--- src/rtl/button_conditioner.sv ---
// N-channel push-button front end: 2-FF synchroniser, counter debouncer, press/release strobes
// and optional hold-to-repeat. The release strobe port is named release_pulse ("release" is a
// reserved word in SystemVerilog).
module button_conditioner #(
    parameter int unsigned  N             = 3,
    parameter int unsigned  DB_CYCLES     = 16,
    parameter int unsigned  REPEAT_DELAY  = 50_000_000,
    parameter int unsigned  REPEAT_PERIOD = 10_000_000,
    parameter logic [N-1:0] REPEAT_MASK   = '0
) (
    input  logic         clk,
    input  logic         rst_n,
    input  logic [N-1:0] btn_in,
    output logic [N-1:0] level,
    output logic [N-1:0] press,
    output logic [N-1:0] release_pulse,
    output logic [N-1:0] rpt,
    output logic         any_press
);

    localparam int unsigned CW = (DB_CYCLES > 1) ? $clog2(DB_CYCLES + 1) : 1;
    localparam logic [CW-1:0] DB_LAST = CW'(DB_CYCLES - 1);

    localparam int unsigned RMAX = (REPEAT_DELAY > REPEAT_PERIOD) ? REPEAT_DELAY : REPEAT_PERIOD;
    localparam int unsigned TW = $clog2(RMAX + 1);
    localparam logic [TW-1:0] DELAY_T  = TW'(REPEAT_DELAY);
    localparam logic [TW-1:0] PERIOD_T = TW'(REPEAT_PERIOD);

    typedef enum logic [1:0] {StIdle, StWait, StRpt} rpt_state_e;

    logic [N-1:0] rise_all;

    for (genvar i = 0; i < N; i++) begin : g_ch
        logic          s1, s2, lvl, lvl_next;
        logic [CW-1:0] cnt;
        logic          rise, fall;
        logic          press_q, release_q, rpt_q;

        always_ff @(posedge clk or negedge rst_n) begin
            if (!rst_n) begin
                s1 <= 1'b0;
                s2 <= 1'b0;
            end else begin
                s1 <= btn_in[i];
                s2 <= s1;
            end
        end

        // Level flips only after DB_CYCLES consecutive disagreeing samples.
        always_comb begin
            lvl_next = lvl;
            if (s2 != lvl && cnt == DB_LAST) lvl_next = s2;
        end

        always_ff @(posedge clk or negedge rst_n) begin
            if (!rst_n) begin
                lvl <= 1'b0;
                cnt <= '0;
            end else begin
                lvl <= lvl_next;
                if (s2 == lvl || cnt == DB_LAST) cnt <= '0;
                else                             cnt <= cnt + CW'(1);
            end
        end

        assign rise = lvl_next & ~lvl;
        assign fall = ~lvl_next & lvl;

        always_ff @(posedge clk or negedge rst_n) begin
            if (!rst_n) begin
                press_q   <= 1'b0;
                release_q <= 1'b0;
            end else begin
                press_q   <= rise;
                release_q <= fall;
            end
        end

        if (REPEAT_MASK[i]) begin : g_rpt
            rpt_state_e    state;
            logic [TW-1:0] tmr;

            // Timer is 1 on the cycle after entry so rpt lands exactly DELAY/PERIOD edges later.
            always_ff @(posedge clk or negedge rst_n) begin
                if (!rst_n) begin
                    state <= StIdle;
                    tmr   <= '0;
                    rpt_q <= 1'b0;
                end else begin
                    rpt_q <= 1'b0;
                    if (fall) begin
                        state <= StIdle;
                        tmr   <= '0;
                    end else begin
                        case (state)
                            StIdle: begin
                                if (rise) begin
                                    state <= StWait;
                                    tmr   <= TW'(1);
                                end
                            end
                            StWait: begin
                                if (tmr == DELAY_T) begin
                                    rpt_q <= 1'b1;
                                    state <= StRpt;
                                    tmr   <= TW'(1);
                                end else begin
                                    tmr <= tmr + TW'(1);
                                end
                            end
                            StRpt: begin
                                if (tmr == PERIOD_T) begin
                                    rpt_q <= 1'b1;
                                    tmr   <= TW'(1);
                                end else begin
                                    tmr <= tmr + TW'(1);
                                end
                            end
                            default: begin
                                state <= StIdle;
                                tmr   <= '0;
                            end
                        endcase
                    end
                end
            end
        end else begin : g_no_rpt
            assign rpt_q = 1'b0;
        end

        assign level[i]         = lvl;
        assign press[i]         = press_q;
        assign release_pulse[i] = release_q;
        assign rpt[i]           = rpt_q;
        assign rise_all[i]      = rise;
    end

    always_ff @(posedge clk or negedge rst_n) begin
        if (!rst_n) any_press <= 1'b0;
        else        any_press <= |rise_all;
    end

endmodule

--- config.mk ---
export PLATFORM = sky130hd
export DESIGN_NAME = button_conditioner
export DESIGN_NICKNAME = d
export VERILOG_FILES = /design/src/rtl/button_conditioner.sv
export SDC_FILE = /design/constraint.sdc
export NUM_CORES = 1
export LEC_CHECK = 0
export BUFFER_PORTS_ARGS = -buffer_cell sky130_fd_sc_hd__buf_4
export CAP_MARGIN = 0
export CORE_MARGIN = 5
export CORE_UTILIZATION = 54
export DETAILED_ROUTE_END_ITERATION = 16
export GPL_ROUTABILITY_DRIVEN = 0
export GPL_TIMING_DRIVEN = 0
export PLACE_DENSITY = 0.74
export SLEW_MARGIN = 10
export SYNTH_ARGS = -nofsm -noshare
export SYNTH_HDL_FRONTEND = slang
export SYNTH_SLANG_ARGS = --single-unit
--- constraint.sdc ---
create_clock -name clk -period 2.45 [get_ports clk]
set_clock_uncertainty 0.2 [all_clocks]
set_input_delay 0.3675 -clock clk [delete_from_list [all_inputs] [get_ports clk]]
set_output_delay 0.3675 -clock clk [all_outputs]
set_load 0.02 [all_outputs]
# Word-level counts from Yosys, hierarchy flattened

Index checks and enable logic that the tools add are counted.

Register bits after elaboration: 31
Input port bits: 5
Output and inout port bits: 13
Word-level logic and storage cells: 56

$add $sub $neg: 3
Eq/ne operators: 9
Multiplexer cells: 6
Bitwise gates (word level): 12
Reduce and logical (&&, ||, !) cells: 7

Operator list:

| kind                                                                  | count |
|---|---|
| 5-bit by 1-bit adder with 5-bit output, second input constant         | 3 |
| 5-bit by 4-bit equality test with 1-bit output, second input constant | 3 |
| 5-bit two-way mux                                                     | 3 |
| 1-bit bitwise AND                                                     | 6 |
| 1-bit inverter                                                        | 6 |
| 1-bit equality test                                                   | 3 |
| 1-bit logical AND                                                     | 3 |
| 1-bit logical OR                                                      | 3 |
| 1-bit two-way mux                                                     | 3 |
| 1-bit != test                                                         | 3 |
| 3-bit OR reduction                                                    | 1 |

# Logic depth before layout (Yosys ltp)

Word-level depth: 5
Mapped depth: 6
Gate-level depth less buffers: 6

# Worst setup path before layout

OpenSTA, ideal clock, no wires.

Path kind: flip-flop to flip-flop
From: reg g_ch[1].cnt[0]
To: reg any_press
Setup time: 0.131 ns
Data arrival time: 1.394 ns
Required time: 2.119 ns
Setup slack: 0.725 ns
Cell stages (with the launch flop): 7
Path buffers: 0
Period minus slack after synthesis: 1.725 ns
Path through: dfrtp_1 -> ha_1 -> and3_1 -> ha_1 -> nand2_1 -> nor2_1 -> or3_1

Word-level cells in the longest chain between the ends: 5

Ends and longest elaborated chain:

| item                                           | RTL line | text |
|---|---|---|
| start, declared                                | 35       | `logic [CW-1:0] cnt;` |
| start signal, assigned                         | 62       | `else cnt <= cnt + CW'(1);` |
| 5-bit by 4-bit equality test with 1-bit output | 52       | `if (s2 != lvl && cnt == DB_LAST) lvl_next = s2;` |
| 1-bit logical AND                              | 52       |  |
| 1-bit two-way mux                              | 52       |  |
| 1-bit bitwise AND                              | 66       | `assign rise = lvl_next & ~lvl;` |
| net g_ch[1].rise                               | 36       | `logic rise, fall;` |
| 3-bit OR reduction                             | 140      | `else any_press <= \|rise_all;` |
| end signal, assigned                           | 140      |  |
| end, declared                                  | 18       | `output logic any_press` |

The timed path passes the listed nets, and every way through them passes these cells.

# Worst setup path after layout

Same ends and word-level chain as after synthesis.

==> run summary <==
The share of synthesized cell area in full adder, half adder and majority cells works out to 0.0608. Total routed wirelength: 1690 microns. Worst setup path startpoint: g_ch[1].cnt[0]. Power spread over the standard cell area amounts to 615 mW/mm^2.

The detailed router placed 742 vias in this run. The number of antenna diodes in the final layout is 0. After detailed routing, the average wire length per cell comes to 10.5 microns. The cell with the most instances on the worst path was sky130_fd_sc_hd__ha_1.

The min-delay analysis places its worst path in the category reg -> reg. The initial standard-cell utilization of the core is 0.564. TritonCTS built the clock tree. For this run, the post-layout net count is 143. The tools report the maximum buffer depth of the clock tree as 2. The final period demand of the worst path works out to 1.84 ns. The endpoint of the most critical register-to-register path is any_press. The area used by multi-input combinational logic is 343 sq um. The run finished with clean final reports. Setup repair after global routing left no endpoint under its margin. The first global-routing pass estimated 3080 microns of wire. The first detailed-routing pass took 2 iterations.

The tools report the fraction of the core area covered by cells at the end of the flow as 0.681. The slowest stage of the critical path is the sky130_fd_sc_hd__dfrtp_1 cell. The post-synthesis sequential area ratio came out at 0.628. The start of the worst register-to-register path is g_ch[1].cnt[0].

For the required time reported for the critical path endpoint, the log shows 2.45 ns. The area of the die was 0.00334 sq mm. The simple-gate area share of the yosys netlist was 0.132. The instance area after placement is 0.00138 sq mm, and the number of max-capacitance violations reported is 0. The count of pins over their slew limit came out at 0. Along the worst path, the maximum fanout reaches 4. The static leakage was 0.797 nW. In this run the clock root is driven by a sky130_fd_sc_hd__clkbuf_4.

The violation count after the first detailed-route iteration was 6. The share of cells above drive strength 1 is 0.256, and the arrival time reported for the critical path endpoint is 1.85 ns. The overall fraction of global-route tracks in use was 0.124. The signal on the critical path passes through ha_1 > and3_1 > ha_1 > nand2_1 > nor2_1 > or3_1.

The run gives 2 as the number of H-tree levels. The total non-filler cell area in the finished layout is 0.00149 sq mm, and the total number of cells along the worst setup path is 6. The initial antenna violation count was 0.

For the number of distinct library cells after synthesis, the log shows 16. The clock transition time at the flip-flop clock pins of the worst setup and hold paths works out to 0.09 ns. Registers take 776 sq um. For this run, design rule violations remaining after detail routing come to 0. The synthesized netlist occupies a cell area of 0.00123 sq mm. Entering global routing, the biggest net connects 32 pins.

The most common library cell in the layout ignoring fill and taps was sky130_fd_sc_hd__dfrtp_1. The dominant combinational cell family by area after synthesis was simple AND/OR/NAND/NOR gates. In this run the mean area of a mapped cell was 11.8 sq um. The number of synthesized register bits is 31. The number of sinks handled by clock tree synthesis is 31, and the mux contribution to synthesized area is 0. Derived from the worst setup path, the maximum achievable clock frequency is 542 MHz. The via count of the first global-routing pass was 766. By startpoint and endpoint, the worst setup path is classified as reg -> reg. The overall die width is 57.8 microns. The fraction of the mapped netlist area in compound gates is 0.0122.

The number of buffers and inverters on the critical path is 0. Following the worst setup path forward leads to its endpoint at any_press. The worst reg2reg path depth is 6.

The type of element capturing the critical path is a flip-flop. The worst setup path is launched from a flip-flop. The synthesis-to-layout area growth came out at 20.8%.

The fraction of synthesized cell area in xor and xnor cells was 0.0638; the clock buffer count from CTS was 5. The count of buffers added on input and output ports is 14. The count of final hold-check violations was 0; the count of boundary I/O pins was 18. From bottom edge to top edge, the die measures 57.8 microns. The ratio of final minimum period to clock period was 0.753. The filler cell count in the final layout is 176, and the total negative slack for setup checks is 0 ns. The family with the most delay on the worst path was simple AND/OR/NAND/NOR gates. After legalization and detailed placement, the total HPWL measured 1200 microns.

The clock latency reported for the late side of the worst-skew pair is 0.32 ns. Total overflow reported by the global router: 0. The Yosys step of the flow raised 0 warnings.

Setup violations remaining at the end of the flow were counted as 0. The detail route stage leaves a number of antenna-violating nets equal to 0. The largest single stage delay on the critical path is 0.41 ns. The number of gates resized after CTS was 0. The via-per-instance ratio was 4.61; the worst vdd rail ir drop was 0.000532 V. Core area: 0.00219 sq mm.

Leaving out fill and tap cells, the most frequent cells in the layout are sky130_fd_sc_hd__dfrtp_1, sky130_fd_sc_hd__buf_4, sky130_fd_sc_hd__nor2_1. Total power for the finished layout comes to 0.917 mW. The logs give 17 for the number of placement rows and 0.61 ns for the reg2reg setup slack. The tools report the post-synthesis instance total as 105.
## cell families (layout without fill, tap and decap cells)
logic type	Yosys count	count (layout)
and+or+nand+nor	34	34
DFF	31	31
buffers and inverters	21	47
xor gates and xnor gates	9	9
adders and majority gates	6	6
AOI/OAI and AO/OA	3	3
other	1	3
## cells in the mapped netlist (all sizes together)
master | instances | area (sq um)
xnor2 | 3 | 26.3
inv | 9 | 33.8
or3 | 1 | 6.26
nand2b | 3 | 18.8
o21ai | 3 | 15.0
xor2 | 6 | 52.6
ha | 6 | 75.1
nand2 | 3 | 13.8
buf | 12 | 90.1
dfrtp | 31 | 776
nor3b | 3 | 22.5
nor2 | 18 | 67.6
and3 | 3 | 18.8
nand3 | 3 | 15.0
conb | 1 | 3.75
## registers in the layout, indices dropped and copies added, names as in the netlist
register        flops
g_ch.cnt           15
g_ch.lvl            3
g_ch.press_q        3
g_ch.release_q      3
g_ch.s1             3
g_ch.s2             3
any_press           1
## how the worst min path moves through the flow
stage               startpoint             end  slack [ns]  cells past startpoint
finish              g_ch[0].s1      g_ch[0].s2        0.15                      0
global route        g_ch[0].s1      g_ch[0].s2        0.16                      0
CTS                 g_ch[0].s1      g_ch[0].s2        0.15                      0
detailed placement       rst_n  g_ch[2].cnt[2]        0.12                      1
global placement         rst_n      g_ch[0].s1        0.11                      1
floorplan                rst_n       any_press       -0.13                      0
## through the flow
stage               instances  setup slack, ns  hold slack [ns]
floorplan                 107            0.725           -0.128
global placement          149            0.670            0.113
detailed placement        149            0.612            0.116
CTS                       161            0.589            0.155
global route              161            0.514            0.160
finish                    161            0.606            0.153
## final cells by class
type	instances	area share
sequential	31	0.520
multi-input combinational	55	0.230
timing repair buffer	18	0.0973
buffer	12	0.0604
clock buffer	8	0.0461
tap	28	0.0235
inverter	9	0.0227
## where the power goes
| group | switching, mW | internal, mW |
|---|---|---|
| logic | 0.0296 | 0.0241 |
| clock network | 0.155 | 0.169 |
| registers | 0.0118 | 0.528 |
## worst reg2reg max path: cells and delay by family (launching register included)
family                     cells  cell delay (ns)
DFF                            1             0.41
adders and majority gates      2             0.45
and+or+nand+nor                4             0.69
## routing by layer
layer | wire length [microns] | global-route usage | vias to the layer above
li1 | - | - | 367
met1 | 695 | 0.129 | 350
met2 | 798 | 0.202 | 19
met3 | 152 | 0.0690 | 6
met4 | 39 | 0.0596 | 0
met5 | 0 | 0 | -
## repair_timing
action,CTS,global route
buffers inserted,0,0
hold buffers,4,0
hold endpoints to repair,34,0
(Power assumes the default switching activity.)
